$ cat src/rtl/wiscsc15_mc_ctrl.sv
// Multi-cycle control FSM for the WISC-SC15 datapath: fetch/decode/execute/memory/write-back
// sequencing with memory wait-state timeout. Define WISC_PERF_CNT_EN to build the cycle/retire counters.
module wiscsc15_mc_ctrl #(
  parameter int INSTR_W  = 16,
  parameter int WAIT_MAX = 15
) (
  input  logic               clk,
  input  logic               rst_n,
  input  logic [INSTR_W-1:0] instr,
  output logic               imem_req,
  input  logic               imem_ack,
  output logic               dmem_req,
  output logic               dmem_we,
  input  logic               dmem_ack,
  input  logic               cond_true,
  output logic               ir_load,
  output logic               pc_we,
  output logic [1:0]         pc_src,
  output logic               rf_we,
  output logic [1:0]         rf_wsrc,
  output logic [2:0]         aluop,
  output logic               flags_we,
  output logic [2:0]         state,
  output logic               halted,
  output logic               err_timeout,
  output logic [31:0]        cyc_cnt,
  output logic [31:0]        instr_cnt
);

  typedef enum logic [2:0] {
    S_FETCH  = 3'd0,
    S_DECODE = 3'd1,
    S_EXEC   = 3'd2,
    S_MEM    = 3'd3,
    S_WB     = 3'd4,
    S_HALT   = 3'd5,
    S_ERR    = 3'd6
  } state_t;

  localparam logic [3:0] OP_LW   = 4'h8;
  localparam logic [3:0] OP_SW   = 4'h9;
  localparam logic [3:0] OP_B    = 4'hC;
  localparam logic [3:0] OP_CALL = 4'hD;
  localparam logic [3:0] OP_RET  = 4'hE;
  localparam logic [3:0] OP_HLT  = 4'hF;
  // Last wait count at which an ack is still accepted.
  localparam logic [7:0] WAIT_LAST = 8'(WAIT_MAX - 1);

  state_t     state_q;
  logic [3:0] op_q;
  logic [7:0] wait_q;
  logic       err_q;
  logic       unused_s;

  assign unused_s = ^instr[INSTR_W-5:0];

  function automatic state_t exec_next(input logic [3:0] op);
    case (op)
      OP_LW, OP_SW:  return S_MEM;
      OP_B, OP_RET:  return S_FETCH;
      OP_HLT:        return S_HALT;
      default:       return S_WB;
    endcase
  endfunction

  always_ff @(posedge clk or negedge rst_n) begin
    if (!rst_n) begin
      state_q <= S_FETCH;
      op_q    <= 4'd0;
      wait_q  <= 8'd0;
      err_q   <= 1'b0;
    end else begin
      case (state_q)
        S_FETCH: begin
          if (imem_ack) begin
            op_q    <= instr[INSTR_W-1 -: 4];
            wait_q  <= 8'd0;
            state_q <= S_DECODE;
          end else if (wait_q == WAIT_LAST) begin
            err_q   <= 1'b1;
            state_q <= S_ERR;
          end else begin
            wait_q  <= wait_q + 8'd1;
          end
        end
        S_DECODE: begin
          wait_q  <= 8'd0;
          state_q <= S_EXEC;
        end
        S_EXEC: begin
          wait_q  <= 8'd0;
          state_q <= exec_next(op_q);
        end
        S_MEM: begin
          if (dmem_ack) begin
            wait_q  <= 8'd0;
            state_q <= (op_q == OP_SW) ? S_FETCH : S_WB;
          end else if (wait_q == WAIT_LAST) begin
            err_q   <= 1'b1;
            state_q <= S_ERR;
          end else begin
            wait_q  <= wait_q + 8'd1;
          end
        end
        S_WB: begin
          wait_q  <= 8'd0;
          state_q <= S_FETCH;
        end
        S_HALT:  state_q <= S_HALT;
        S_ERR:   state_q <= S_ERR;
        default: state_q <= S_FETCH;
      endcase
    end
  end

  // Control decode; FETCH outputs are gated by rst_n so nothing fires while held in reset.
  always_comb begin
    imem_req = 1'b0;
    ir_load  = 1'b0;
    pc_we    = 1'b0;
    pc_src   = 2'd0;
    rf_we    = 1'b0;
    rf_wsrc  = 2'd0;
    aluop    = 3'd0;
    flags_we = 1'b0;
    dmem_req = 1'b0;
    dmem_we  = 1'b0;
    halted   = 1'b0;
    case (state_q)
      S_FETCH: begin
        imem_req = rst_n;
        ir_load  = rst_n & imem_ack;
        pc_we    = rst_n & imem_ack;
      end
      S_EXEC: begin
        case (op_q)
          OP_B:    begin pc_we = cond_true; pc_src = 2'd1; end
          OP_CALL: begin pc_we = 1'b1;      pc_src = 2'd2; end
          OP_RET:  begin pc_we = 1'b1;      pc_src = 2'd3; end
          default: aluop = op_q[3] ? 3'd0 : op_q[2:0];
        endcase
      end
      S_MEM: begin
        dmem_req = 1'b1;
        dmem_we  = (op_q == OP_SW);
      end
      S_WB: begin
        rf_we    = 1'b1;
        flags_we = (op_q <= 4'd4);
        if (!op_q[3]) begin
          rf_wsrc = 2'd0;
        end else if (op_q == OP_LW) begin
          rf_wsrc = 2'd1;
        end else if (op_q == OP_CALL) begin
          rf_wsrc = 2'd2;
        end else begin
          rf_wsrc = 2'd3;
        end
      end
      S_HALT:  halted = 1'b1;
      default: ;
    endcase
  end

  assign state       = state_q;
  assign err_timeout = err_q;

`ifdef WISC_PERF_CNT_EN
  logic        retire_s;
  logic [31:0] cyc_q;
  logic [31:0] ret_q;

  assign retire_s = (state_q == S_WB) ||
                    (state_q == S_EXEC && (op_q == OP_B || op_q == OP_RET || op_q == OP_HLT)) ||
                    (state_q == S_MEM && dmem_ack && op_q == OP_SW);

  // Free-running cycle counter and retired-instruction counter.
  always_ff @(posedge clk or negedge rst_n) begin
    if (!rst_n) begin
      cyc_q <= 32'd0;
      ret_q <= 32'd0;
    end else begin
      cyc_q <= cyc_q + 32'd1;
      if (retire_s) begin
        ret_q <= ret_q + 32'd1;
      end
    end
  end

  assign cyc_cnt   = cyc_q;
  assign instr_cnt = ret_q;
`else
  assign cyc_cnt   = 32'd0;
  assign instr_cnt = 32'd0;
`endif

endmodule

$ cat config.mk
export PLATFORM = sky130hd
export DESIGN_NAME = wiscsc15_mc_ctrl
export DESIGN_NICKNAME = d
export VERILOG_FILES = /design/src/rtl/wiscsc15_mc_ctrl.sv
export SDC_FILE = /design/constraint.sdc
export NUM_CORES = 1
export LEC_CHECK = 0
export ABC_AREA = 1
export BUFFER_PORTS_ARGS = -buffer_cell sky130_fd_sc_hd__buf_2
export CAP_MARGIN = 20
export CELL_PAD_IN_SITES_DETAIL_PLACEMENT = 1
export CELL_PAD_IN_SITES_GLOBAL_PLACEMENT = 1
export CORE_MARGIN = 5
export CORE_UTILIZATION = 28
export DETAILED_ROUTE_END_ITERATION = 6
export GPL_ROUTABILITY_DRIVEN = 0
export PLACE_DENSITY_LB_ADDON = 0.08
export REMOVE_ABC_BUFFERS = 1
export SLEW_MARGIN = 20
export SYNTH_ARGS = -nofsm -noshare
export SYNTH_HDL_FRONTEND = slang
export SYNTH_SLANG_ARGS = --single-unit
$ cat constraint.sdc
create_clock -name clk -period 1.8 [get_ports clk]
set_clock_uncertainty 0.2 [all_clocks]
set_input_delay 0.18 -clock clk [delete_from_list [all_inputs] [get_ports clk]]
set_output_delay 0.18 -clock clk [all_outputs]
set_load 0.05 [all_outputs]
Yosys cells after proc, flatten, opt, wreduce, memory -nomap -nowiden

Index checks and enable logic that the tools add are counted.
Widths: inputs -> output; s select.

Bits of input ports: 21
Word-level logic and storage cells: 64
Output and inout bits: 83
Register bits: 16

Order comparisons: 1
Add/sub/neg operators: 1
Equality and inequality tests: 15
Muxes and demuxes: 32
Bitwise logic cells: 1
Reduce and logical (&&, ||, !) cells: 10

Operators by type and width:

| kind                | number |
|---|---|
| $eq 4x4->1 const B  | 6 |
| $mux 8              | 3 |
| $pmux 8 s3          | 1 |
| $mux 3              | 7 |
| $pmux 3 s6          | 1 |
| $mux 1              | 11 |
| $eq 3x3->1 const B  | 3 |
| $pmux 3 s3          | 1 |
| $add 8x1->8 const B | 1 |
| $eq 8x4->1 const B  | 1 |
| $mux 2              | 4 |
| $eq 3x2->1 const B  | 2 |
| $pmux 1 s2          | 3 |
| $pmux 2 s3          | 1 |
| $reduce_or 2->1     | 3 |
| $reduce_or 3->1     | 2 |
| $le 4x3->1 const B  | 1 |
| $ne 2x2->1 const B  | 2 |
| $eq 3x1->1 const B  | 1 |
| $logic_not 3->1     | 1 |
| $reduce_and 3->1    | 1 |
| $reduce_bool 3->1   | 1 |
| $reduce_and 2->1    | 1 |
| $reduce_bool 2->1   | 1 |
| $and 1x1->1         | 1 |

Logic depth before layout (Yosys ltp)

Depth after elaboration: 5
Mapped depth: 9
Depth with buffers taken out: 9

Worst setup path after synthesis

OpenSTA, ideal clock, no wires.

Path type: flip-flop to output port
Start: register state_q[2] (netlist: state[2])
End: output ir_load
Path buffers: 1
Data required time: 1420 ps
Data arrival time: 2193 ps
Stages on the path, launching flop included: 7
Setup slack: -773 ps
Path through: dfrtp_1 -> buf_6 -> inv_1 -> nand2_1 -> nor2_1 -> nand2_1 -> inv_1

Longest elaborated chain between the ends: 2

RTL lines:

| item                   | RTL line | text |
|---|---|---|
| from (decl)            | 49       | `state_t state_q;` |
| from (signal assigned) | 92       | `state_q <= exec_next(op_q);` |
| from (signal assigned) | 97       | `state_q <= (op_q == OP_SW) ? S_FETCH : S_WB;` |
| $logic_not 3->1        | 129      | `case (state_q)` |
| $mux 1                 | 129      |  |
| to (decl)              | 16       | `output logic ir_load,` |

Every way passes these cells.

Final worst setup path

Start: register state_q[1] (netlist: state[1])
End: output pc_we

Longest elaborated chain between the ends: 2
Elaborated cells on any way between the ends: 3
Those cells by class: 1 x eq/ne; 1 x mux; 1 x reduce/logical

RTL lines:

| item                                          | RTL line | text |
|---|---|---|
| $eq 3x2->1 or $logic_not 3->1 (tied branches) | 129      |  |
| $pmux 1 s2 (*)                                | 129      |  |
| to (decl)                                     | 17       | `output logic pc_we,` |

Every way passes the cells marked *; elsewhere a longest branch is shown, timed or not.

==> results.md <==
* Status: complete, no violations
* Sequential share of the synthesized area at 0.2417
* Initial antenna violation count at 0
* Cells after DPL at 349
* Most frequent cells after synthesis: 65 x buf_4, 48 x nand2_1, 28 x nor2_1
* Worst r2r src: wait_q[1]
* Slew Limit Fails at 0
* Initial Util at 0.2831
* CP Capture Type: primary output
* HP Class: primary input to flop
* Finished Layout Cells at 366
* HP Start: imem_ack
* Worst hold margin at between 0.015 and 0.02 ns
* Routed WL per cell at around 12 µm
* Clock Sinks at 16
* Wire length of the first global-routing pass at 6472 µm
* CP max FO at 8
* Vias in the first global route at 1381
* Ys Warns at 0
* Die area at 0.007555 mm²
* DRT iter0 DRCs at 13
* CORE AREA at 0.005851 mm²
* Power per standard cell area at 1447 mW/mm²
* Sw Ratio at 0.5759
* Library cells used by synthesis at 25
* Clock power share at 0.119
* Total Nets Final at 315
* Synth top area cells: buf_4 29%, dfrtp_1 24%, nand2_1 11%
* H-tree depth at 1
* Internal power at 1.230 mW
* CTS clock-pin slew for the worst setup and hold paths at 0.07 ns
* Critical path type: flop to primary output
* Overflow after GRT at 0
* Core Rows at 28
* Post-layout util at 0.3424
* # port buffers at 27
* Largest net degree at the start of global routing at 17
* Die width at 86.92 µm
* Via count at 1419
* Drt via density at 3.877
* Reg power frac at 0.207
* Critical path arrival at between 1 and 1.5 ns
* DP Wirelength at roughly 3400 µm
* # IOs at 104
* Final Hold Viols at 0
* Share of the synthesized area in the top cell type at 0.2946
* Cells after synthesis at 242
* Antenna cells at 0
* Post-synth top area cell: buf_4
* Max-Cap Viols at 0
* Count leader, synth: buf_4
* VDD IR-drop max at 492.2 µV
* Syn Area/Cell at 6.845 µm²
* CTS tree: yes
* Cell Area, Synth at 0.001657 mm²
* Layout cells sized above 1 at 0.2990
* Routed WL at around 4300 µm
* Post-synth EDFFs at 0
* Critical Path Start Type: flop
* Critical Path Start: state[1]
* Area Overhead vs Synth at 20.92%
* Final period util at 0.9946
* Req. time, crit path at 1.42 ns
* Num CTS Buffers at 3
* Final setup fails at 0
* Total track usage at 0.1085
* CTS root buf: clkbuf_8
* Predominant post-synthesis flop cell: dfrtp_1
* Drt pass-1 iters at 2
* Combinational share of power at 0.674
* Pleak at roughly 1.1 nW
* Fin crit period at 1.790 ns
* NetSw at approximately 1.7 mW
* Seq cells post-synth at 16
* Clk buf depth at 2
* Fraction of registers with async set/reset at 1.000
* Final routed DRC violation total at 0
* Clock latency on the worst-skew pair at about 0.26 ns
* Max Clk Rate at 558.6 MHz
* Die Height at 86.92 µm
* RSZ-0062 raised after global routing: yes
* Routed Antenna Nets at 0
-- layout make-up --
| type | instances | area [µm²] |
|---|---|---|
| Multi-Input combinational cell | 196 | 989.7 |
| Tap cell | 75 | 93.84 |
| Sequential cell | 16 | 404.1 |
| Timing Repair Buffer | 49 | 362.8 |
| Clock buffer | 4 | 55.05 |
| Inverter | 26 | 97.59 |
| Fill cell | 770 | 3847 |
-- power groups by stage --
stage / registers (mW) / clock network (mW) / logic (mW)
5_1_grt: 0.618 / 0.369 / 2.11
4_1_cts: 0.592 / 0.353 / 1.75
3_3_place_gp: 0.581 / 0 / 1.61
3_5_place_dp: 0.580 / 0 / 1.61
6_report: 0.600 / 0.346 / 1.95
2_1_floorplan: 0.670 / 0 / 1.10
-- flip-flops by register name, indices dropped and copies added, names as in the netlist --
register	count
op_q	4
state	3
wait_q	8
err_timeout	1
-- worst paths after layout --
kind	endpoint	slack, ns	cells after the start
worst max-delay path	pc_we	0.01	5
worst min-delay path	op_q[1]	0.02	3
worst max register to register	wait_q[7]	0.21	6
worst min register to register	err_timeout	0.27	1
max in group asynchronous	op_q[1]	0.95	3
min in group asynchronous	op_q[2]	0.23	3
-- placed cells by master (no fill, tap or decap) --
cell / instances
a21o_1: 1
nor3_1: 2
o21ai_2: 1
dfrtp_1: 13
a21oi_2: 3
nor3_2: 3
dlygate4sd3_1: 5
buf_4: 21
nor2_4: 6
clkbuf_4: 2
nand2_4: 2
conb_1: 64
clkbuf_8: 4
nand3_1: 16
dfrtp_2: 3
inv_1: 21
nand2_2: 10
buf_2: 16
nand4_1: 5
nor2_2: 3
buf_6: 4
inv_2: 5
xnor2_1: 1
o21bai_1: 1
ha_1: 2
a21oi_1: 4
o31ai_4: 1
xor2_1: 1
nand2_1: 43
o21ai_1: 1
nor3_4: 1
buf_8: 1
o21ai_0: 2
nor2_1: 22
nand3_4: 1
-- worst max-delay path, stage by stage, from the launching register on --
cell	delay (ns)
dfrtp_1	0.42
inv_2	0.08
nor2_4	0.11
nand2_4	0.10
o31ai_4	0.24
buf_6	0.19
-- layer usage --
layer,share of wire,track usage
met3,0.040,0.01703
met5,0,0
met4,0.013,0.03824
met1,0.40,0.1338
met2,0.55,0.1898
-- per-stage QoR --
step | total power, mW | setup TNS [ns] | setup WS, ns | instance area (µm²)
CTS | 2.695 | -0.06440 | -0.02954 | 1873
detailed placement | 2.192 | 0 | 0.08888 | 1679
floorplan | 1.770 | -6.831 | -0.7829 | 1383
global placement | 2.189 | 0 | 0.09042 | 1679
finish | 2.899 | 0 | 0.009656 | 2003
global route | 3.102 | -0.1425 | -0.03903 | 2003
-- logic make-up (layout without fill, tap and decap cells) --
kind of cell             Yosys count  count (layout)  synth area share
buffers and inverters             93              79            0.3671
AO/OA/AOI/OAI                     14              14           0.05438
AND/OR/NAND/NOR                  114             114            0.3089
adder cells (fa/ha/maj)            2               2           0.01510
XOR/XNOR                           2               2           0.01058
flip-flops                        16              16            0.2417
other                              1              64          0.002264
-- what timing repair did --
item | CTS | global route
pin swaps | 3 | 7
hold endpoints to repair | 20 | 0
endpoints found under the setup margin | 10 | 10
gates resized for setup | 26 | 25
setup buffers | 1 | 7
hold buffers | 5 | 0
(Power assumes the default switching activity.)
